File: src/rtl/draw_pkg.sv
// Shared types for the line-drawing blocks: stepping-core state encoding and dash pattern width.
package draw_pkg;

    typedef enum logic [1:0] {
        IDLE   = 2'd0,
        INIT_0 = 2'd1,
        INIT_1 = 2'd2,
        DRAW   = 2'd3
    } state_t;

    localparam int unsigned DASH_W = 16;

endpackage

File: src/rtl/draw_line_clip_if.sv
// Controller-to-rasteriser bus: line request, clip window, and per-point pixel output.
// Optional dash pattern signals are present when DRAW_LINE_CLIP_DASH_EN is defined.
interface draw_line_clip_if
    import draw_pkg::*;
#(
    parameter int unsigned CORDW = 16,
    parameter int unsigned CNTW  = CORDW + 1
);
    logic                    start;
    logic                    abort;
    logic                    oe;
    logic signed [CORDW-1:0] x0, y0, x1, y1;
    logic signed [CORDW-1:0] cx0, cy0, cx1, cy1;
    logic signed [CORDW-1:0] x, y;
    logic                    drawing;
    logic                    busy;
    logic                    done;
    logic [CNTW-1:0]         cnt;
`ifdef DRAW_LINE_CLIP_DASH_EN
    logic [DASH_W-1:0]       pattern;
    logic                    pat_rst;
`endif

    modport master (
        output start, abort, oe, x0, y0, x1, y1, cx0, cy0, cx1, cy1,
`ifdef DRAW_LINE_CLIP_DASH_EN
        output pattern, pat_rst,
`endif
        input  x, y, drawing, busy, done, cnt
    );

    modport slave (
        input  start, abort, oe, x0, y0, x1, y1, cx0, cy0, cx1, cy1,
`ifdef DRAW_LINE_CLIP_DASH_EN
        input  pattern, pat_rst,
`endif
        output x, y, drawing, busy, done, cnt
    );

endinterface

File: src/rtl/clip_test.sv
// Signed inclusive point-in-window test; an inverted window (c*0 > c*1) never contains a point.
module clip_test #(
    parameter int unsigned CORDW = 16
) (
    input  logic signed [CORDW-1:0] px,
    input  logic signed [CORDW-1:0] py,
    input  logic signed [CORDW-1:0] cx0,
    input  logic signed [CORDW-1:0] cy0,
    input  logic signed [CORDW-1:0] cx1,
    input  logic signed [CORDW-1:0] cy1,
    output logic                    inside_c
);

    assign inside_c = (px >= cx0) && (px <= cx1) && (py >= cy0) && (py <= cy1);

endmodule

File: src/rtl/draw_line_clip.sv
// Bresenham line rasteriser with latched endpoints, per-line clip window, abort and drawn-pixel count.
// Define DRAW_LINE_CLIP_DASH_EN to add a 16-bit dash pattern gating which points are drawn.
module draw_line_clip
    import draw_pkg::*;
#(
    parameter int unsigned CORDW = 16,
    parameter int unsigned CNTW  = CORDW + 1
) (
    input  logic            clk,
    input  logic            rst,
    draw_line_clip_if.slave bus
);

    localparam int unsigned DW = CORDW + 1;
    localparam int unsigned EW = CORDW + 2;

    state_t                  state, state_n;
    logic                    load, init0, init1, step, fin, stop;
    logic signed [CORDW-1:0] xa, ya, xb, yb;
    logic signed [CORDW-1:0] wx0, wy0, wx1, wy1;
    logic signed [CORDW-1:0] x, y;
    logic                    right, busy, done;
    logic signed [DW-1:0]    dx, dy, err, err_n, ddx;
    logic signed [EW-1:0]    e2;
    logic                    movx, movy, at_end, swap_c, inside_c, drawing_c;
    logic [CNTW-1:0]         cnt;
`ifdef DRAW_LINE_CLIP_DASH_EN
    localparam int unsigned IW = $clog2(DASH_W);
    logic [DASH_W-1:0]       pat;
    logic [IW-1:0]           idx;
`endif

    clip_test #(.CORDW(CORDW)) u_clip (
        .px      (x),
        .py      (y),
        .cx0     (wx0),
        .cy0     (wy0),
        .cx1     (wx1),
        .cy1     (wy1),
        .inside_c(inside_c)
    );

    // Bresenham step decision and error update, all on sign-extended values
    always_comb begin
        ddx    = DW'(xb) - DW'(xa);
        e2     = EW'(err) <<< 1;
        movx   = e2 >= EW'(dy);
        movy   = e2 <= EW'(dx);
        err_n  = err + (movx ? dy : '0) + (movy ? dx : '0);
        at_end = (x == xb) && (y == yb);
        swap_c = bus.y0 > bus.y1;
    end

`ifdef DRAW_LINE_CLIP_DASH_EN
    assign drawing_c = (state == DRAW) && bus.oe && inside_c && pat[idx];
`else
    assign drawing_c = (state == DRAW) && bus.oe && inside_c;
`endif

    always_ff @(posedge clk or posedge rst) begin
        if (rst) state <= IDLE;
        else     state <= state_n;
    end

    // Next state and datapath strobes; abort outranks the end-point check
    always_comb begin
        state_n = state;
        load    = 1'b0;
        init0   = 1'b0;
        init1   = 1'b0;
        step    = 1'b0;
        fin     = 1'b0;
        stop    = 1'b0;
        unique case (state)
            IDLE: begin
                if (bus.start) begin
                    load    = 1'b1;
                    state_n = INIT_0;
                end
            end
            INIT_0: begin
                if (bus.abort) begin
                    stop    = 1'b1;
                    state_n = IDLE;
                end else begin
                    init0   = 1'b1;
                    state_n = INIT_1;
                end
            end
            INIT_1: begin
                if (bus.abort) begin
                    stop    = 1'b1;
                    state_n = IDLE;
                end else begin
                    init1   = 1'b1;
                    state_n = DRAW;
                end
            end
            DRAW: begin
                if (bus.abort) begin
                    stop    = 1'b1;
                    state_n = IDLE;
                end else if (bus.oe) begin
                    if (at_end) begin
                        fin     = 1'b1;
                        state_n = IDLE;
                    end else begin
                        step    = 1'b1;
                    end
                end
            end
            default: state_n = IDLE;
        endcase
    end

    always_ff @(posedge clk or posedge rst) begin
        if (rst) begin
            xa <= '0; ya <= '0; xb <= '0; yb <= '0;
            wx0 <= '0; wy0 <= '0; wx1 <= '0; wy1 <= '0;
            x <= '0; y <= '0;
            dx <= '0; dy <= '0; err <= '0;
            right <= 1'b0;
            busy  <= 1'b0;
            done  <= 1'b0;
            cnt   <= '0;
`ifdef DRAW_LINE_CLIP_DASH_EN
            pat <= '0;
            idx <= '0;
`endif
        end else begin
            done <= fin;
            if (load) begin
                // Order endpoints so the line always walks in +y
                if (swap_c) begin
                    xa <= bus.x1; ya <= bus.y1; xb <= bus.x0; yb <= bus.y0;
                    right <= bus.x1 < bus.x0;
                end else begin
                    xa <= bus.x0; ya <= bus.y0; xb <= bus.x1; yb <= bus.y1;
                    right <= bus.x0 < bus.x1;
                end
                wx0 <= bus.cx0; wy0 <= bus.cy0; wx1 <= bus.cx1; wy1 <= bus.cy1;
                busy <= 1'b1;
                cnt  <= '0;
`ifdef DRAW_LINE_CLIP_DASH_EN
                pat <= bus.pattern;
                idx <= '0;
`endif
            end
            if (stop || fin) busy <= 1'b0;
            if (init0) begin
                dx <= (ddx < 0) ? -ddx : ddx;
                dy <= DW'(ya) - DW'(yb);
            end
            if (init1) begin
                err <= dx + dy;
                x   <= xa;
                y   <= ya;
            end
            if (drawing_c && !stop && (cnt != '1)) cnt <= cnt + CNTW'(1);
            if (step) begin
                if (movx) x <= right ? x + CORDW'(1) : x - CORDW'(1);
                if (movy) y <= y + CORDW'(1);
                err <= err_n;
            end
`ifdef DRAW_LINE_CLIP_DASH_EN
            if (state == DRAW) begin
                if (bus.pat_rst)  idx <= '0;
                else if (bus.oe)  idx <= idx + IW'(1);
            end
`endif
        end
    end

    assign bus.x       = x;
    assign bus.y       = y;
    assign bus.busy    = busy;
    assign bus.done    = done;
    assign bus.cnt     = cnt;
    assign bus.drawing = drawing_c;

endmodule
File: src/flat_wrapper.sv
// flat-port wrapper written by rule: the top's interface ports become plain ports
module draw_line_clip_flat import draw_pkg::*;
#(
    parameter int unsigned CORDW = 16,
    parameter int unsigned CNTW  = CORDW + 1
)
  (clk, rst, bus_start, bus_abort, bus_oe, bus_x0, bus_y0, bus_x1, bus_y1, bus_cx0, bus_cy0, bus_cx1, bus_cy1, bus_x, bus_y, bus_drawing, bus_busy, bus_done, bus_cnt);
  draw_line_clip_if #(.CORDW(CORDW), .CNTW(CNTW)) bus_i ();
  input  logic clk;
  input  logic rst;
  input wire logic [$bits(bus_i.start)-1:0] bus_start;
  input wire logic [$bits(bus_i.abort)-1:0] bus_abort;
  input wire logic [$bits(bus_i.oe)-1:0] bus_oe;
  input wire logic [$bits(bus_i.x0)-1:0] bus_x0;
  input wire logic [$bits(bus_i.y0)-1:0] bus_y0;
  input wire logic [$bits(bus_i.x1)-1:0] bus_x1;
  input wire logic [$bits(bus_i.y1)-1:0] bus_y1;
  input wire logic [$bits(bus_i.cx0)-1:0] bus_cx0;
  input wire logic [$bits(bus_i.cy0)-1:0] bus_cy0;
  input wire logic [$bits(bus_i.cx1)-1:0] bus_cx1;
  input wire logic [$bits(bus_i.cy1)-1:0] bus_cy1;
  output wire logic [$bits(bus_i.x)-1:0] bus_x;
  output wire logic [$bits(bus_i.y)-1:0] bus_y;
  output wire logic [$bits(bus_i.drawing)-1:0] bus_drawing;
  output wire logic [$bits(bus_i.busy)-1:0] bus_busy;
  output wire logic [$bits(bus_i.done)-1:0] bus_done;
  output wire logic [$bits(bus_i.cnt)-1:0] bus_cnt;
  assign bus_i.start = bus_start;
  assign bus_i.abort = bus_abort;
  assign bus_i.oe = bus_oe;
  assign bus_i.x0 = bus_x0;
  assign bus_i.y0 = bus_y0;
  assign bus_i.x1 = bus_x1;
  assign bus_i.y1 = bus_y1;
  assign bus_i.cx0 = bus_cx0;
  assign bus_i.cy0 = bus_cy0;
  assign bus_i.cx1 = bus_cx1;
  assign bus_i.cy1 = bus_cy1;
  assign bus_x = bus_i.x;
  assign bus_y = bus_i.y;
  assign bus_drawing = bus_i.drawing;
  assign bus_busy = bus_i.busy;
  assign bus_done = bus_i.done;
  assign bus_cnt = bus_i.cnt;
  draw_line_clip #(.CORDW(CORDW), .CNTW(CNTW)) u_core (.clk(clk), .rst(rst), .bus(bus_i));
endmodule
File: config.mk
export PLATFORM = sky130hd
export DESIGN_NAME = draw_line_clip_flat
export DESIGN_NICKNAME = d
export VERILOG_FILES = /design/src/rtl/draw_pkg.sv /design/src/rtl/draw_line_clip_if.sv /design/src/rtl/clip_test.sv /design/src/rtl/draw_line_clip.sv /design/src/flat_wrapper.sv
export SDC_FILE = /design/constraint.sdc
export NUM_CORES = 1
export LEC_CHECK = 0
export CORE_MARGIN = 8
export CORE_UTILIZATION = 59
export CTS_CLUSTER_SIZE = 30
export DETAILED_ROUTE_END_ITERATION = 12
export PLACE_DENSITY = 0.89
export SYNTH_ARGS = -nofsm -noshare
export SYNTH_HDL_FRONTEND = slang
export SYNTH_HIERARCHICAL = 1
export SYNTH_SLANG_ARGS = --single-unit
File: constraint.sdc
create_clock -name clk -period 12 [get_ports clk]
set_input_delay 3 -clock clk [delete_from_list [all_inputs] [get_ports clk]]
set_output_delay 3 -clock clk [all_outputs]
set_load 0.03 [all_outputs]
==> metrics <==
status=finished, final reports clean; r2r setup slk=around 5.8 ns; final setup vio count=0; Final min period=around 7.4 ns; Seq/Total Area, Yosys=0.327; FFs w/ async S/R, synth=1.00; Core Area=around 30000 µm²; area grow syn2layout=17.2%; Achievable Freq=0.134 GHz; die extent in y=~190 µm; Mapped Avg Cell Area=8.57 µm²; initial antenna violation count=2; Final TNS setup=0 ns; Final Cycle Share=0.620; Post-Syn Nets=between 2000 and 2500; Die Wd=around 190 µm; Hold-fix buffers, CTS=0; Multi-input gate area=between 10000 and 15000 µm²; placed instance area=around 20000 µm²; worst ir drop on vdd=between 100 and 150 µV; r2r endpoint=u_core/err[16]; GRT Util Overall=0.285; clock sink total=approximately 230; routed len/inst=19.9 µm; hold path endpoint=u_core/wx0[9]; startpoint types=input port; final RePlAce weighted congestion=0.952; required time worst endpoint=9.00 ns; Resized cells post-CTS=0; Worst-Margin Slew=between 1 and 1.5 ns; vias post-DR=~16000; Lkg Pwr=about 10 nW; Num CTS Buffers=27; row count=63; MaxCap Viol Count=0; PD cells=between 300 and 400 nW/µm²; unrepaired setup endpoints after global routing=false; Post-synth EDFFs=0; WS Path Type=in2out; Slew Limit Headroom=0.166; postcts setup bufs=0; 1st-iter DRT viols=approximately 1300; Initial Util=0.600; sequential cell area=5830 µm²; largest net degree at the start of global routing=~130; Util after Layout=0.703; Crit path arrival time=4.44 ns; Distinct cells, synth=between 80 and 90; Synth Cell Area=approximately 18000 µm²; Vias/cell=roughly 6.2; final setup skew=between 0.009 and 0.01 ns; crit path max fanout=3; clk slew on worst S/H paths=~0.060 ns; Nets=around 2600; DIE AREA=36000 µm²; Fillers=2226; reg2reg start=u_core/dy[11]; Port Buffers=between 150 and 200; Synth Instances=roughly 2100; detailed placement HPWL=~40000 µm; post-route design area=about 21000 µm²; first-pass GRT wire length=roughly 84000 µm; fraction of layout cells with a size suffix above 1=0.0435; H-Tree Depth=1; grt total ovfl=0; Routed Antenna Nets=0; drc violations=0; register bit total from synthesis=233; worst hold path depth=2; I/O pins=~190; Slew Limit Fails=0; Critical Path Sink Type=primary output; Routed WL=roughly 53000 µm; vias in the first global route=16600; hold_sp=u_core/wx0[9]; Hold Path Class=reg2reg; Root Driver=clkbuf_16; most used flip-flop cell after synthesis=dfrtp_1; Worst Reg-to-Reg Cells=18; CTS tree=yes; commonest non-fill, non-tap cells in the layout=nand2_1 (382), dfrtp_1 (233), ha_1 (211); Hold Fails Final Rpt=0; drt first pass iters=6; most common cell after layout, fill and taps aside=nand2_1; clk_lat worst skew=about 0.54 ns; worst hold slack=0.476 ns; Final Power=~0.0068 W; YS warnings=6; Clock Tree Buf Depth=3
## per-layer routing
layer  share of wire  track usage  vias up
met1            0.39        0.343     7797
met3           0.079       0.0516      203
met2            0.47        0.474      770
li1                -            -     7533
met5         0.00025            0        -
met4           0.063        0.168        2
## power breakdown
part / internal [W] / total (W) / leakage [nW] / switching, W
Clock: 0.000522 / 0.000861 / 0.465 / 0.000339
Combinational: 0.00181 / 0.00435 / 6.84 / 0.00254
Sequential: 0.00113 / 0.00159 / 2.90 / 0.000458
Total: 0.00346 / 0.00680 / 10.2 / 0.00334
## final cells by class
type / count / area share
clock buffer: 34 / 0.0355
inverter: 194 / 0.0352
antenna: 1 / 0.000120
sequential: 233 / 0.279
tap: 390 / 0.0234
multi-input combinational: 1584 / 0.527
clock inverter: 15 / 0.00874
timing repair buffer: 193 / 0.0914
## worst max path at each step
stage / startpoint / end / slack [ns] / depth (start not counted)
2_1_floorplan: rst / u_core/bus.busy / 2.61 / 1
3_3_place_gp: bus_oe / bus_drawing / 4.60 / 4
3_5_place_dp: bus_oe / bus_drawing / 4.57 / 4
4_1_cts: bus_oe / bus_drawing / 4.56 / 4
5_1_grt: bus_oe / bus_drawing / 4.49 / 4
6_report: bus_oe / bus_drawing / 4.56 / 4
## state kept, by name, indices dropped and copies added (netlist names), 17 cells and up
signal	cells
u_core/bus.cnt	17
u_core/dx	17
u_core/dy	17
u_core/err	17
## cell families (layout without fill, tap and decap cells)
family / after synthesis / count (layout) / synth area share
mux: 73 / 73 / 0.0412
xor+xnor: 113 / 113 / 0.0567
compound gates: 471 / 471 / 0.173
simple gates: 695 / 695 / 0.173
fa+ha+maj: 232 / 232 / 0.172
flops: 233 / 233 / 0.327
buf+inv: 263 / 436 / 0.0570
other cells: 0 / 1 / 0
## synthesized netlist by cell type (6+ instances only)
master / count / area [µm²]
a2111oi_0: 6 / 52.6
a211oi_1: 32 / 240
a21o_1: 33 / 248
a21oi_1: 87 / 435
a311oi_1: 13 / 114
a31o_2: 7 / 61.3
a31oi_1: 16 / 100
and3_1: 15 / 93.8
buf_1: 9 / 33.8
clkbuf_1: 55 / 206
dfrtp_1: 233 / 5830
fa_1: 21 / 420
ha_1: 211 / 2640
inv_1: 194 / 728
mux2i_1: 70 / 701
nand2_1: 383 / 1440
nand2b_1: 17 / 106
nand3_1: 37 / 185
nand4_1: 30 / 188
nor2_1: 119 / 447
nor2b_1: 16 / 100
nor3_1: 27 / 135
nor4_1: 11 / 68.8
o211ai_1: 14 / 105
o21a_1: 20 / 150
o21ai_0: 153 / 766
o21ai_1: 6 / 30.0
o21bai_1: 15 / 113
o22ai_1: 11 / 68.8
o31ai_1: 13 / 97.6
or3_1: 8 / 50.1
xnor2_1: 44 / 385
xor2_1: 67 / 587
## stage by stage
stage	setup slack, ns	instances
4_1_cts	4.56	2643
3_5_place_dp	4.57	2594
3_3_place_gp	4.60	2594
2_1_floorplan	2.61	2080
5_1_grt	4.49	2644
6_report	4.56	2644
## worst max-delay path, cell delays in order
cell,delay (ns)
clkdlybuf4s50_1,0.51
nand4_1,0.15
inv_1,0.09
clkdlybuf4s50_1,0.68
No activity file was read; power rests on OpenSTA's default activity.
